## config.mk

```make
export PLATFORM = sky130hd
export DESIGN_NAME = seq_divider
export DESIGN_NICKNAME = d
export VERILOG_FILES = /design/src/rtl/seq_divider.sv
export SDC_FILE = /design/constraint.sdc
export NUM_CORES = 1
export LEC_CHECK = 0
export CAP_MARGIN = 20
export CORE_MARGIN = 5
export CORE_UTILIZATION = 55
export DETAILED_ROUTE_END_ITERATION = 16
export GPL_TIMING_DRIVEN = 0
export HOLD_SLACK_MARGIN = 0.05
export PLACE_DENSITY = 0.78
export SYNTH_ARGS = -nofsm -noshare
export SYNTH_HDL_FRONTEND = slang
export SYNTH_SLANG_ARGS = --single-unit
```

## constraint.sdc

```tcl
create_clock -name clk -period 2.25 [get_ports clk]
set_input_delay 0.45 -clock clk [delete_from_list [all_inputs] [get_ports clk]]
set_output_delay 0.45 -clock clk [all_outputs]
set_load 0.05 [all_outputs]
```

## src/rtl/seq_divider.sv

```systemverilog
// rtl/seq_divider.sv - sequential signed restoring divider, one quotient bit per clock
//
// Ports:
//   clk           single clock, rising edge
//   rst_n         asynchronous active-low reset
//   start         division request, sampled only while busy=0
//   dvd, dvs      signed dividend / divisor, captured with start
//   quot, rem     signed quotient / remainder (truncating), held until next result
//   busy          high while a division is in progress (RUN, FIX)
//   done          one-cycle pulse, results valid in that cycle
//   dz, ovf       divide-by-zero and signed-overflow flags for the last result
module seq_divider #(
    parameter int WIDTH = 8
) (
    input  logic             clk,
    input  logic             rst_n,
    input  logic             start,
    input  logic [WIDTH-1:0] dvd,
    input  logic [WIDTH-1:0] dvs,
    output logic [WIDTH-1:0] quot,
    output logic [WIDTH-1:0] rem,
    output logic             busy,
    output logic             done,
    output logic             dz,
    output logic             ovf
);

    localparam int CW = $clog2(WIDTH + 1);

    typedef enum logic [1:0] {IDLE, RUN, FIX, DONE} state_t;

    state_t           state;
    state_t           state_nxt;
    logic [CW-1:0]    cnt;
    logic [WIDTH-1:0] dvd_r;
    logic [WIDTH-1:0] dvs_mag;
    logic [WIDTH-1:0] dq;        // dividend bits shift out the top, quotient bits shift in
    logic [WIDTH:0]   prem;      // partial remainder, one guard bit for the trial subtract
    logic             q_neg;
    logic             r_neg;
    logic             dz_r;
    logic             ovf_r;

    logic             accept;
    logic             last_step;
    logic [WIDTH-1:0] dvd_mag_in;
    logic [WIDTH-1:0] dvs_mag_in;
    logic [WIDTH:0]   shifted;
    logic [WIDTH:0]   trial;
    logic [WIDTH-1:0] quot_fix;
    logic [WIDTH-1:0] rem_fix;

    assign accept    = start && ((state == IDLE) || (state == DONE));
    assign last_step = (cnt == CW'(WIDTH));

    // Unsigned magnitudes: negating the most-negative value yields 2^(WIDTH-1),
    // which is exact when the result is read as unsigned.
    assign dvd_mag_in = dvd[WIDTH-1] ? -dvd : dvd;
    assign dvs_mag_in = dvs[WIDTH-1] ? -dvs : dvs;

    assign shifted = {prem[WIDTH-1:0], dq[WIDTH-1]};
    assign trial   = shifted - {1'b0, dvs_mag};

    // Special cases override the restoring result but the FSM path (and so the
    // latency) is identical for every operand pair.
    always_comb begin
        quot_fix = q_neg ? -dq : dq;
        rem_fix  = r_neg ? -prem[WIDTH-1:0] : prem[WIDTH-1:0];
        if (dz_r) begin
            quot_fix = '1;
            rem_fix  = dvd_r;
        end else if (ovf_r) begin
            quot_fix = dvd_r;
            rem_fix  = '0;
        end
    end

    // State register
    always_ff @(posedge clk or negedge rst_n) begin
        if (!rst_n) begin
            state <= IDLE;
        end else begin
            state <= state_nxt;
        end
    end

    // Next-state logic
    always_comb begin
        state_nxt = state;
        case (state)
            IDLE:    state_nxt = start ? RUN : IDLE;
            RUN:     state_nxt = last_step ? FIX : RUN;
            FIX:     state_nxt = DONE;
            DONE:    state_nxt = start ? RUN : IDLE;
            default: state_nxt = IDLE;
        endcase
    end

    // Output logic
    always_comb begin
        busy = (state == RUN) || (state == FIX);
        done = (state == DONE);
    end

    // Datapath
    always_ff @(posedge clk or negedge rst_n) begin
        if (!rst_n) begin
            cnt     <= '0;
            dvd_r   <= '0;
            dvs_mag <= '0;
            dq      <= '0;
            prem    <= '0;
            q_neg   <= 1'b0;
            r_neg   <= 1'b0;
            dz_r    <= 1'b0;
            ovf_r   <= 1'b0;
            quot    <= '0;
            rem     <= '0;
            dz      <= 1'b0;
            ovf     <= 1'b0;
        end else begin
            if (accept) begin
                cnt     <= '0;
                dvd_r   <= dvd;
                dvs_mag <= dvs_mag_in;
                dq      <= dvd_mag_in;
                prem    <= '0;
                q_neg   <= dvd[WIDTH-1] ^ dvs[WIDTH-1];
                r_neg   <= dvd[WIDTH-1];
                dz_r    <= (dvs == '0);
                ovf_r   <= (dvd == {1'b1, {(WIDTH-1){1'b0}}}) && (dvs == '1);
            end else if (state == RUN && !last_step) begin
                // Restoring step: keep the trial difference only if non-negative.
                prem <= trial[WIDTH] ? shifted : trial;
                dq   <= {dq[WIDTH-2:0], ~trial[WIDTH]};
                cnt  <= cnt + 1'b1;
            end else if (state == FIX) begin
                quot <= quot_fix;
                rem  <= rem_fix;
                dz   <= dz_r;
                ovf  <= ovf_r;
            end
        end
    end

endmodule

```

==> results of run 1 <==
-- cell type report --
| class | count | area share [%] |
|---|---|---|
| Multi-Input combinational cell | 320 | 46.8 |
| Sequential cell | 59 | 33.4 |
| Timing Repair Buffer | 37 | 8.46 |
| Clock buffer | 11 | 3.42 |
| Buffer | 26 | 2.46 |
| Tap cell | 80 | 2.26 |
| Inverter | 25 | 2.12 |
| Clock inverter | 4 | 1.13 |
-- final timing paths --
kind / startpoint / end / slack (ns) / cells past startpoint
setup / recovery: dq[7]$_DFFE_PN0P_ / prem[5]$_DFFE_PN0P_ / 0.08 / 8
hold / removal: rst_n / quot[2]$_DFFE_PN0P_ / 0.13 / 1
setup reg to reg: dq[7]$_DFFE_PN0P_ / prem[5]$_DFFE_PN0P_ / 0.08 / 8
hold reg to reg: rem[6]$_DFFE_PN0P_ / rem[6]$_DFFE_PN0P_ / 0.48 / 1
max in group asynchronous: rst_n / state[1]$_DFF_PN0_ / 1.52 / 2
min in group clk: rem[6]$_DFFE_PN0P_ / rem[6]$_DFFE_PN0P_ / 0.48 / 1
-- critical path, stage by stage (launching register included) --
cell     delay [ns]
dfrtp_1        0.38
inv_1          0.14
ha_1           0.21
fa_2           0.25
nor2b_4        0.06
o211a_4        0.26
o21ai_2        0.30
a22oi_1        0.16
o31a_1         0.29
-- through the flow --
stage | util, % | setup WS, ns | hold slack [ns] | setup TNS (ns) | instances
2_1_floorplan | - | 0.261 | 0.154 | 0 | 430
3_3_place_gp | 62.5 | -1.11 | 0.462 | -65.03 | 546
3_5_place_dp | 62.7 | 0.0660 | 0.471 | 0 | 547
4_1_cts | 65.7 | 0.0500 | 0.142 | 0 | 562
5_1_grt | 65.8 | 0.00592 | 0.167 | 0 | 562
6_report | 65.8 | 0.0773 | 0.130 | 0 | 562
-- where the power goes --
part | internal [mW] | switching (mW) | total [mW]
Clock | 0.563 | 0.413 | 0.976
Sequential | 1.54 | 0.460 | 2.01
Combinational | 1.77 | 2.67 | 4.44
Total | 3.88 | 3.55 | 7.42
-- cell families (layout without fill, tap and decap cells) --
group                    count (synthesis)  in the layout
multiplexers                            11             11
AO/OA/AOI/OAI                          105            105
XOR/XNOR                                28             28
flip-flops                              59             59
AND/OR/NAND/NOR                        156            156
buffers and inverters                   51            103
adder cells (fa/ha/maj)                 20             20
-- cells in the mapped netlist, types with 7 or more instances --
library cell  count  area, um2
a21oi_1          19       95.1
clkbuf_1         20       75.1
dfrtp_1          59       1480
ha_1             19        238
inv_1            25       93.8
mux2i_1           9       90.1
nand2_1          63        236
nand3_1           8       40.0
nor2_1           32        120
nor3_1           14       70.1
o21ai_0          20        100
o21ai_1           8       40.0
o31ai_1           8       60.1
or3_1             7       43.8
xnor2_1          17        149
xor2_1           11       96.3
-- cell usage in the layout, fill, tap and decap left out, drive strengths merged, types with 8 or more instances in the layout --
master	count
nand3	8
nor3	14
clkbuf	30
dfrtp	59
xor2	11
inv	25
mux2i	9
ha	19
xnor2	17
o21ai	30
clkdlybuf4s50	34
nor2	32
a21oi	20
buf	9
o31ai	9
nand2	63
-- per-layer routing --
layer  vias up  track usage (%)
met2       133             39.2
met4         0             8.29
met5         -                0
met3        20             6.66
li1       1605                -
met1      1595             30.0
-- repair_timing --
item / 4_1_cts / 5_1_grt
pin swaps: 0 / 0
endpoints found under the hold margin: 0 / 0
resized for setup: 1 / 5
setup endpoints to repair: 1 / 4
-- sequential cells by signal, summed over array words and instances (netlist names) --
| name | count |
|---|---|
| cnt | 4 |
| dq | 8 |
| dvd_r | 8 |
| dvs_mag | 8 |
| dz | 1 |
| dz_r | 1 |
| ovf | 1 |
| ovf_r | 1 |
| prem | 8 |
| q_neg | 1 |
| quot | 8 |
| rem | 8 |
| state | 2 |
==> impl_metrics.py, run 1 <==
metrics = {
    "clock_tree": {
        "cts_tree": "yes",
        "htree_num_levels": 3,
        "cts_buffer_depth": 2,
        "cts_setup_buffers": 0,
        "clockRootBuffer": "clkbuf_8",
        "numCtsBuffers": 9,
        "clk_latency_ns": 0.34,
        "path_clk_slew_ns": 0.07,
        "cts_hold_repair.buffers": 0,
        "clkSinkCount": 59,
    },
    "logic_synthesis": {
        "postSynthCellCount": 430,
        "seq_area_frac_synth_pct": 39.5,
        "synthesis.nets": 469,
        "synth_edf_count": 0,
        "synth-simple-area-share_pct": 19.6,
        "async_flop_share_pct": 100,
        "synth.distinct_cells": 60,
        "synth_fa_ha_area_share_pct": 6.90,
        "syn_area_mm2": 0.00374,
        "synth_warnings": 0,
        "synth_mux_area_share_pct": 3.01,
        "synth-compound-area-share_pct": 19.1,
        "avgSynthCellArea_um2": 8.69,
        "ys_ff_latch": 59,
        "dominantRegCellSynth": "dfrtp_1",
        "synth-xor-area-share_pct": 6.56,
        "synth_top_family_by_area": "simple AND/OR/NAND/NOR gates",
    },
    "critical_path": {
        "cp.arrival_ns": 2.40,
        "crit_fanout": 6,
        "cp.required_ns": 2.48,
        "path_class": "flop to flop",
        "cp-end-kind": "flop",
        "start_kind": "flop",
    },
    "place": {
        "place_congestion": 0.902,
        "place_area_mm2": 0.00421,
        "io_buffer_count": 36,
        "hpwlAfterDp_um": 7080,
    },
    "drt": {
        "ant_nets": 0,
        "drtPass1Iterations": 5,
        "post-route-drc-count": 0,
        "wire_per_inst_um": 16.8,
        "vias": 3353,
        "drt_iter0_drc": 279,
        "drt-total-wl_um": 9450,
        "wl_met2_um": 4590,
        "dr.max_layer_used": "met4",
        "met3_length_um": 700,
        "met1Wirelength_um": 3990,
        "avgViaCountPerCell": 5.97,
    },
    "sta": {
        "rsz0062_at_grt": "no",
        "slew_violations": 0,
        "max-slew-margin-rel_pct": 57.0,
        "setup_viol": 0,
        "hold_viol_final": 0,
        "period_share_pct": 96.6,
        "worst_slew_pin_slew_ns": 0.645,
        "fin_skew_ns": 0.00843,
        "timing.final.crit_period_ns": 2.17,
        "fmax_mhz": 460,
    },
    "finish": {
        "synthToLayoutAreaGrowth_pct": 18.4,
        "drive_gt1_share_pct": 6.85,
        "n_antenna_cell": 0,
        "fill_cells": 564,
        "final_nets": 517,
        "regArea_mm2": 0.00148,
        "multi_input_area_mm2": 0.00207,
        "fin_area_mm2": 0.00442,
    },
    "die": {
        "die_w_um": 92.4,
        "die_y_um": 92.4,
        "coreArea_mm2": 0.00672,
        "io_pins": 39,
        "die-area_mm2": 0.00854,
        "start_util_pct": 55.6,
        "num_rows": 30,
    },
    "job": {
        "cap_violations": 0,
    },
    "global_route": {
        "grt_use_total_pct": 23.8,
        "grt_pass1_wl_um": 16100,
        "first_global_vias": 3351,
        "antenna_found_initial": 0,
        "grt-ovfl-total": 0,
        "grt_max_degree": 33,
    },
    "power": {
        "total_power_mw": 7.42,
        "ir_drop_mv": 0.975,
        "p_leak_nw": 1.90,
        "power_density_mw_per_mm2": 1680,
    },
    "min_path": {
        "hold_path_class": "input pin to async pin",
    },
    "status": {
        "status": "finished clean",
    },
}
(Power assumes the default switching activity.)
==> run 2: changes to the inputs <==
--- a/config.mk
+++ b/config.mk
@@ -5,13 +5,14 @@
 export SDC_FILE = /design/constraint.sdc
 export NUM_CORES = 1
 export LEC_CHECK = 0
+export ABC_CLOCK_PERIOD_IN_PS = 2250
 export CAP_MARGIN = 20
 export CORE_MARGIN = 5
 export CORE_UTILIZATION = 55
 export DETAILED_ROUTE_END_ITERATION = 16
 export GPL_TIMING_DRIVEN = 0
 export HOLD_SLACK_MARGIN = 0.05
-export PLACE_DENSITY = 0.78
+export PLACE_DENSITY_LB_ADDON = 0.05
 export SYNTH_ARGS = -nofsm -noshare
 export SYNTH_HDL_FRONTEND = slang
 export SYNTH_SLANG_ARGS = --single-unit
==> run 2 against run 1 <==
Worst setup slack improved by 0.011 ns. Die area did not move. Register-to-register slack barely moved. Non-clock buffer count fell by 1. Clock power rose by 12%. Worst hold slack got worse by 0.080 ns. Total power rose by 2.3%. Cell count did not move. Critical path type unchanged.
==> impl_metrics.py, run 2 (same netlist as run 1, synthesis figures left out) <==
metrics = {
    "status": {
        "status": "finished clean",
    },
    "power": {
        "p_leak_nw": 1.91,
        "internal_power_mw": 4.00,
        "p_switching_mw": 3.59,
        "switching_share_pct": 47.3,
        "power_density_mw_per_mm2": 1700,
        "p_comb_share_pct": 59.2,
        "ir_drop_mv": 0.962,
        "power_frac_seq_pct": 26.5,
        "clock_power_share_pct": 14.4,
    },
    "finish": {
        "fill_cells": 574,
        "drive_gt1_share_pct": 7.68,
        "utilization_pct": 66.5,
        "n_antenna_cell": 0,
        "final_cell_mix": "63 x nand2_1, 58 x dfrtp_1, 34 x clkdlybuf4s50_1, 32 x nor2_1, 24 x inv_1",
        "final_common_cell": "nand2_1",
        "synthToLayoutAreaGrowth_pct": 19.6,
        "layout.cells.non_filler": 562,
        "final_nets": 516,
    },
    "global_route": {
        "grt_use_total_pct": 23.4,
        "grt-ovfl-total": 0,
        "grt_pass1_wl_um": 15900,
        "antenna_found_initial": 0,
        "grt_max_degree": 41,
        "first_global_vias": 3315,
    },
    "sta": {
        "worst_slew_pin_slew_ns": 0.602,
        "fmax_mhz": 463,
        "period_share_pct": 96.1,
        "timing.final.crit_period_ns": 2.16,
        "hold_viol_final": 0,
        "setup_viol": 0,
        "fin_skew_ns": 0.00767,
        "slew_violations": 0,
        "max-slew-margin-rel_pct": 59.9,
    },
    "drt": {
        "post-route-drc-count": 0,
        "wire_per_inst_um": 17.0,
        "vias": 3342,
        "ant_nets": 0,
        "avgViaCountPerCell": 5.95,
        "drt_iter0_drc": 150,
        "drt-total-wl_um": 9530,
        "drtPass1Iterations": 5,
    },
    "die": {
        "coreArea_mm2": 0.00672,
        "num_rows": 30,
        "die-area_mm2": 0.00854,
        "die_y_um": 92.4,
        "start_util_pct": 55.6,
        "die_w_um": 92.4,
        "io_pins": 39,
    },
    "clock_tree": {
        "cts_tree": "yes",
        "clockRootBuffer": "clkbuf_8",
        "cts_setup_buffers": 0,
        "clk_latency_ns": 0.34,
        "path_clk_slew_ns": 0.07,
        "cts_buffer_depth": 2,
        "clkSinkCount": 59,
        "numCtsBuffers": 9,
        "htree_num_levels": 3,
        "cts_hold_repair.buffers": 0,
    },
    "critical_path": {
        "path_class": "flop to flop",
        "worstPathBufferInverterCount": 1,
        "reg2regPathDepth": 7,
        "cp.arrival_ns": 2.39,
        "start_kind": "flop",
        "cp-end-kind": "flop",
        "cp.depth": 7,
        "slowest_stage": "dfrtp_1",
        "cp.required_ns": 2.48,
        "crit_fanout": 9,
        "cp_cell_sequence": "ha_2, buf_2, nor4b_1, nand2_1, o21a_4, and3_1, o31a_1",
        "critical_path.max_stage_delay_ns": 0.47,
        "crit_family": "simple AND/OR/NAND/NOR gates",
        "reg2reg_from": "prem[4]$_DFFE_PN0P_",
        "reg2reg_slack_ns": 0.09,
        "r2r-end": "prem[5]$_DFFE_PN0P_",
    },
    "job": {
        "cap_violations": 0,
    },
    "place": {
        "hpwlAfterDp_um": 7140,
        "io_buffer_count": 36,
        "place_inst": 547,
        "place_congestion": 0.898,
    },
    "min_path": {
        "hold_path_class": "input pin to async pin",
    },
}
-- run 2: worst register-to-register path, stage by stage, from the launching register on --
cell	delay (ns)
dfrtp_1	0.47
ha_2	0.20
buf_2	0.16
nor4b_1	0.36
nand2_1	0.18
o21a_4	0.26
and3_1	0.18
o31a_1	0.23
-- run 2: routing by layer --
metal  share of wire, %  global-route usage (%)  up-vias
met5                  0                       0        -
met4                3.6                    11.6        0
met3                5.5                    4.39       33
met2                 47                    38.1      123
met1                 44                    29.8     1578
li1                   -                       -     1608
-- run 2: through the flow --
stage | TNS (ns) | setup slack, ns | hold WS (ns) | power (mW) | cell area (um2)
2_1_floorplan | 0 | 0.261 | 0.154 | 5.20 | 3740
3_3_place_gp | -65.72 | -1.12 | 0.462 | 6.24 | 4200
3_5_place_dp | 0 | 0.0589 | 0.431 | 6.37 | 4210
4_1_cts | 0 | 0.0534 | 0.0561 | 7.48 | 4440
5_1_grt | -0.0321 | -0.0291 | 0.0801 | 8.18 | 4470
6_report | 0 | 0.0879 | 0.0493 | 7.59 | 4470
-- run 2: layout make-up --
type                            instances  area [um2]  share of cell area (%)
Tap cell                               80         100                    2.24
Inverter                               25        93.8                    2.10
Sequential cell                        59        1480                    33.1
Buffer                                 25         105                    2.35
Timing Repair Buffer                   37         374                    8.37
Clock inverter                          6        88.8                    1.99
Multi-Input combinational cell        320        2090                    46.8
Clock buffer                           10         138                    3.08
-- run 2: power groups by stage --
stage / Clock [mW] / Combinational, mW / Sequential, mW
after floorplan: 0 / 2.84 / 2.35
after global placement: 0 / 4.24 / 2.00
after detailed placement: 0 / 4.35 / 2.02
after CTS: 1.11 / 4.37 / 2.00
after global routing: 1.16 / 4.94 / 2.08
final: 1.09 / 4.49 / 2.01
-- run 2: worst max path at each step --
stage,end,start,slack [ns]
finish,prem[5]$_DFFE_PN0P_,prem[4]$_DFFE_PN0P_,0.09
global route,prem[5]$_DFFE_PN0P_,prem[4]$_DFFE_PN0P_,-0.03
CTS,prem[5]$_DFFE_PN0P_,dq[7]$_DFFE_PN0P_,0.05
detailed placement,prem[5]$_DFFE_PN0P_,dq[7]$_DFFE_PN0P_,0.06
global placement,cnt[0]$_DFFE_PN0P_,rst_n,-1.12
floorplan,prem[5]$_DFFE_PN0P_,dq[7]$_DFFE_PN0P_,0.26
-- run 2: what timing repair did --
action | 4_1_cts | 5_1_grt
pin swaps | 0 | 1
resized for setup | 1 | 10
setup endpoints to repair | 1 | 8
